File: config.mk
export PLATFORM = sky130hd
export DESIGN_NAME = hex_scan_ctrl
export DESIGN_NICKNAME = d
export VERILOG_FILES = /design/src/rtl/hex_scan_ctrl.sv
export SDC_FILE = /design/constraint.sdc
export NUM_CORES = 1
export LEC_CHECK = 0
export CAP_MARGIN = 20
export CORE_MARGIN = 2
export CORE_UTILIZATION = 31
export DETAILED_ROUTE_END_ITERATION = 8
export PLACE_DENSITY = 0.5
export SYNTH_ARGS = -nofsm -noshare
export SYNTH_HDL_FRONTEND = slang
export SYNTH_SLANG_ARGS = --single-unit
File: constraint.sdc
create_clock -name clk -period 3.7 [get_ports clk]
set_clock_uncertainty 0.2 [all_clocks]
set_input_delay 0.74 -clock clk [delete_from_list [all_inputs] [get_ports clk]]
set_output_delay 0.74 -clock clk [all_outputs]
set_load 0.005 [all_outputs]
File: src/rtl/hex_scan_ctrl.sv
// hex_scan_ctrl: time-multiplexed 8-digit hex scanner for common-anode 7-seg displays.
// an/seg registered, updated together each cycle; load_ready only in IDLE or on the last frame cycle.
// Optional HEX_BLANK_EN: blank digits above the most-significant nonzero nibble.
module hex_scan_ctrl #(
    parameter int DWELL = 50000
) (
    input  logic        clk,
    input  logic        rst_n,
    input  logic        load_valid,
    input  logic [31:0] load_data,
    output logic        load_ready,
    input  logic        disp_en,
    output logic [7:0]  an,
    output logic [6:0]  seg
);

    localparam int CW = (DWELL > 1) ? $clog2(DWELL) : 1;
    localparam logic [CW-1:0] CNT_LAST = CW'(DWELL - 1);

    typedef enum logic {
        IDLE,
        SCAN
    } state_t;

    state_t        state, state_n;
    logic [31:0]   snap, snap_n;
    logic [2:0]    idx, idx_n;
    logic [CW-1:0] cnt, cnt_n;
    logic [7:0]    an_n;
    logic [6:0]    seg_n;
    logic [3:0]    nib;
    logic          blank;
    logic          xfer;

    function automatic logic [6:0] decode(input logic [3:0] n);
        logic [6:0] s;
        case (n)
            4'h0: s = 7'h40;
            4'h1: s = 7'h79;
            4'h2: s = 7'h24;
            4'h3: s = 7'h30;
            4'h4: s = 7'h19;
            4'h5: s = 7'h12;
            4'h6: s = 7'h02;
            4'h7: s = 7'h78;
            4'h8: s = 7'h00;
            4'h9: s = 7'h10;
            4'hA: s = 7'h08;
            4'hB: s = 7'h03;
            4'hC: s = 7'h46;
            4'hD: s = 7'h21;
            4'hE: s = 7'h06;
            default: s = 7'h0E;
        endcase
        return s;
    endfunction

`ifdef HEX_BLANK_EN
    // Index of the highest nonzero nibble; 0 for an all-zero word so digit 0 stays lit.
    function automatic logic [2:0] top_nz(input logic [31:0] w);
        logic [2:0] m;
        m = 3'd0;
        for (int k = 0; k < 8; k++) begin
            if (w[4*k +: 4] != 4'h0) m = 3'(k);
        end
        return m;
    endfunction
`endif

    always_comb begin
        state_n    = state;
        snap_n     = snap;
        idx_n      = idx;
        cnt_n      = cnt;
        an_n       = 8'hFF;
        seg_n      = 7'h7F;
        nib        = 4'h0;
        blank      = 1'b0;
        load_ready = (state == IDLE) || ((idx == 3'd7) && (cnt == CNT_LAST));
        xfer       = load_valid && load_ready;

        case (state)
            IDLE: begin
                if (xfer) begin
                    state_n = SCAN;
                    snap_n  = load_data;
                    idx_n   = 3'd0;
                    cnt_n   = '0;
                end
            end
            default: begin
                if (cnt == CNT_LAST) begin
                    cnt_n = '0;
                    idx_n = idx + 3'd1;
                end else begin
                    cnt_n = cnt + 1'b1;
                end
                if (xfer) snap_n = load_data;
            end
        endcase

        // Outputs are computed from next-cycle state so an and seg switch on the same edge.
        if (state_n == SCAN) begin
            nib   = snap_n[{idx_n, 2'b00} +: 4];
            seg_n = decode(nib);
            an_n  = ~(8'b1 << idx_n);
`ifdef HEX_BLANK_EN
            blank = (idx_n > top_nz(snap_n));
`endif
            if (!disp_en || blank) an_n = 8'hFF;
        end
    end

    always_ff @(posedge clk) begin
        if (!rst_n) begin
            state <= IDLE;
            snap  <= 32'h0;
            idx   <= 3'd0;
            cnt   <= '0;
            an    <= 8'hFF;
            seg   <= 7'h7F;
        end else begin
            state <= state_n;
            snap  <= snap_n;
            idx   <= idx_n;
            cnt   <= cnt_n;
            an    <= an_n;
            seg   <= seg_n;
        end
    end

endmodule

# After elaboration in Yosys (flattened, before gate mapping)
# Memory sizes are Yosys's and may differ from the RTL's. A register that Yosys moved wholly into a read port is not among the register bits.
# Index checks and enable logic that the tools add are counted.
# totals
mem_count,1
register_bits,60
out_inout_bits,16
mem_bits_ro,112
# memory_table
name,words,width,read_ports,rd_clocked_by_memory_dff,write_ports,line_no,rtl
(name not given),16,7,1,1,0,37,case (n)
# op_classes
add_sub_neg,2
muxes,9
n_bitwise,2
shifts,2
n_eq_ne,2
reduce_logical,7
# ops
operator,n
16-bit two-way mux,3
32-bit two-way mux,1
32-bit by 6-bit variable part select with 4-bit output,1
16-bit by 1-bit adder with 16-bit output (second input constant),1
16-bit equality test (second input constant),1
3-bit two-way mux,3
8-bit NOT,1
1-bit by 3-bit left shift with 8-bit output (first input constant),1
3-bit by 1-bit adder with 3-bit output (second input constant),1
3-bit equality test (second input constant),1
3-bit AND reduction,1
1-bit logical AND,2
1-bit two-way mux,2
2-bit AND reduction,1
2-bit nonzero test,1
1-bit zero test,1
1-bit logical OR,1
1-bit NOT,1

# Depth between registers and ports, before layout
# logic_depth
depth_word,8
mapped_depth,17
mapped_depth_nobuf,14

# Least setup slack after synthesis
# Ideal clock, no wire load.
# synth_timing
path_type,flip-flop to flip-flop
start,register cnt[11]
end,register seg[3]
setup_ns,0.127
setup_slack_ns,0.040
synth_period_minus_slack_ns,3.660
t_arrival_ns,3.333
t_required_ns,3.373
path_stages_with_launch,13
path_cell_list,dfxtp_1 -> or4b_4 -> or4_4 -> buf_6 -> and4_4 -> nor2_2 -> o22ai_1 -> o31ai_1 -> inv_1 -> ha_1 -> mux2_4 -> mux2i_1 -> nand2_1
# synth_between
elab_chain_cells,8
word_cells_on_any_way,13
cone_classes,eq/ne (1); shift (1); mux (6); reduce/logical (5)
# synth_lines
item,line_no,rtl
start: declaration,28,"logic [CW-1:0] cnt, cnt_n;"
start signal: assignment,126,cnt <= cnt_n;
16-bit equality test (*),"79, 92",
"parallel branches: the longest is 7 deep, another holds 32-bit by 6-bit variable part select with 4-bit output",--,
end: declaration,14,output logic [6:0] seg
# Every way passes the cells marked *.
# A chain may end at the register's enable or synchronous reset.

# Final worst setup path
# layout_timing
start,register cnt[11]
end,register seg[5]
# The elaborated chain is that of the path after synthesis.

==> impl_metrics.py <==
metrics = {
    "status": {
        "outcome": "complete, no violations",
    },
    "floorplanning": {
        "io_pins": 52,
        "die_w_um": 114,
        "start_util": 0.314,
        "fp.dieH_um": 114,
        "die_area_um2": 12900,
        "core_area_um2": 11900,
        "placementRows": 40,
    },
    "worst_setup_path": {
        "cp.arrival_ns": 3.54,
        "crit_path_start_kind": "flip-flop",
        "worstPathRequired_ns": 3.68,
        "worstPathMaxFanout": 9,
        "path_class": "reg -> reg",
        "end_kind": "flip-flop",
    },
    "route": {
        "drt_first_iter_violations": 183,
        "vias_per_cell": 5.03,
        "post_drt_wl_per_cell_um": 14.6,
        "num_vias": 3492,
        "ant_nets": 0,
        "wirelength_um": 10200,
        "drt_first_pass_iters": 4,
        "drc": 0,
    },
    "cts": {
        "cts.clk_slew.worst_paths_ns": 0.06,
        "htree_num_levels": 3,
        "cts_tree": "built",
        "hold_buffers": 0,
        "cts_buffers": 9,
        "clk_latency_ns": 0.33,
        "cts-root-buf": "clkbuf_16",
        "cts_buffer_depth": 2,
        "cts_num_sinks": 67,
    },
    "timing": {
        "hold_ws_ns": 0.272,
        "relSlewSlack": 0.627,
        "rsz0062_at_grt": "true",
        "fin_crit_sh": 0.963,
        "hold_violations": 0,
        "fmax_mhz": 281,
        "finalSetupViolCount": 0,
        "slew_violations": 0,
        "tightest_slew_ns": 0.558,
        "period_needed_ns": 3.56,
    },
    "cells_and_area": {
        "nets": 588,
        "layout_commonest_cell": "nand2_1",
        "drive_above_1_share": 0.154,
        "mostFrequentLayoutCells": "103 x nand2_1, 67 x dfxtp_1, 51 x clkdlybuf4s50_1, 39 x buf_4, 38 x o21ai_0",
        "stdcell_area_um2": 4970,
        "syn_to_final_growth_pct": 33.0,
        "diodes": 0,
        "fill_cells": 1200,
    },
    "power": {
        "powerDensity_nw_per_um2": 389,
        "ir_worst_vdd_v": 0.000251,
        "leakage_nw": 1.93,
    },
    "synth": {
        "synth_enable_flop_cells": 0,
        "postSynthNetCount": 515,
        "syn_area_um2": 3740,
        "syn_inst": 470,
        "ys_seq_area_frac": 0.359,
        "synthArstFlopShare": 0,
        "yosysUniqueCellTypes": 61,
        "ys.flop_type": "dfxtp_1",
        "synth-seq-cells": 67,
        "yosysWarnings": 0,
        "syn_area_per_cell_um2": 7.95,
    },
    "place": {
        "dpl.hpwl_um": 7280,
        "gp_congestion": 0.832,
        "port-buffer-count": 51,
        "placed_cell_area_um2": 4600,
    },
    "grt": {
        "grt_first_pass_wirelength_um": 16800,
        "grt_max_degree": 52,
        "antenna_found_initial": 0,
        "grt_usage": 0.165,
        "first_global_vias": 3412,
        "grt-ovfl-total": 0,
    },
    "flow_run": {
        "cap_violations": 0,
    },
    "worst_hold_path": {
        "min_path_type": "reg -> reg",
    },
}
cell families after synthesis:
logic type | count (synthesis) | synth area share
simple gates | 201 | 0.267
compound gates | 138 | 0.241
flops | 67 | 0.359
buf+inv | 34 | 0.0405
mux | 20 | 0.0596
fa+ha+maj | 9 | 0.0301
xor+xnor | 1 | 0.00234
layout make-up:
type,instances,area (um2),share of cell area
Multi-Input combinational cell,369,2290,0.460
Sequential cell,67,1340,0.270
Inverter,5,18.8,0.00378
Clock inverter,5,77.6,0.0156
Clock buffer,10,239,0.0481
Tap cell,147,184,0.0370
Timing Repair Buffer,91,823,0.166
state kept, by name, indices dropped and copies added (netlist names):
| name | flops |
|---|---|
| an | 8 |
| idx | 3 |
| cnt | 16 |
| state | 1 |
| seg | 7 |
| snap | 32 |
where the power goes:
group | switching [mW] | leakage, nW | internal, mW
Combinational | 0.121 | 1.23 | 0.128
Sequential | 0.0121 | 0.548 | 0.752
Clock | 0.317 | 0.154 | 0.602
through the flow:
step                      setup TNS, ns  power (mW)   util  worst slack [ns]  cells
after floorplan                       0       0.915      -            0.0404    470
after global placement                0        1.03  0.386            0.0257    678
after detailed placement        -0.0647        1.03  0.386           -0.0647    678
after CTS                             0        1.95  0.413            0.0612    693
after global routing            -0.0151        2.01  0.417          -0.00625    694
final                                 0        1.93  0.417             0.138    694
worst max-delay path: stages (launching register included):
cell       delay (ns)
dfxtp_1          0.31
or4b_4           0.57
or4_4            0.61
buf_4            0.21
o22ai_4          0.25
nor2_2           0.10
o2111ai_1        0.25
o31ai_2          0.13
buf_4            0.16
ha_1             0.21
inv_1            0.08
nor2_1           0.07
a21oi_1          0.12
o221ai_1         0.14
layer usage:
layer | global-route usage | up-vias | share of wire
met5 | 0 | - | 0
met4 | 0.0569 | 0 | 0.017
met2 | 0.264 | 51 | 0.46
met3 | 0.0372 | 11 | 0.036
li1 | - | 1808 | -
met1 | 0.220 | 1622 | 0.49
final timing paths:
path	startpoint	to	slack [ns]	cells after the start
worst max-delay path	cnt[11]$_SDFFE_PN0P_	seg[5]$_SDFF_PN1_	0.14	13
worst min register to register	snap[31]$_SDFF_PN0_	snap[31]$_SDFF_PN0_	0.27	2
worst max register to register	cnt[11]$_SDFFE_PN0P_	seg[5]$_SDFF_PN1_	0.14	13
worst min-delay path	snap[31]$_SDFF_PN0_	snap[31]$_SDFF_PN0_	0.27	2
synth_stat cells, types with 3 or more instances:
master / number / area share
nand4_1: 4 / 0.0067
mux2_2: 3 / 0.0090
nand3b_1: 3 / 0.0060
o21ai_1: 5 / 0.0067
a21oi_1: 27 / 0.036
o221ai_1: 3 / 0.0070
mux2i_1: 14 / 0.038
a22oi_1: 4 / 0.0080
buf_2: 4 / 0.0054
nor2b_1: 19 / 0.032
o22ai_1: 17 / 0.028
o21ai_0: 39 / 0.052
ha_1: 9 / 0.030
and3_1: 9 / 0.015
and2_1: 11 / 0.018
nor2_1: 18 / 0.018
dfxtp_1: 67 / 0.36
a21boi_0: 6 / 0.012
o21a_1: 20 / 0.040
nand2_1: 103 / 0.10
clkbuf_1: 20 / 0.020
buf_4: 3 / 0.0060
nand2b_1: 3 / 0.0050
inv_1: 5 / 0.0050
nand3_1: 11 / 0.015
timing repair:
item | CTS | global route
endpoints found under the setup margin | 1 | 5
pin swaps | 0 | 2
resized for setup | 1 | 9
buffers inserted | 0 | 1
No activity file was read; power rests on OpenSTA's default activity.
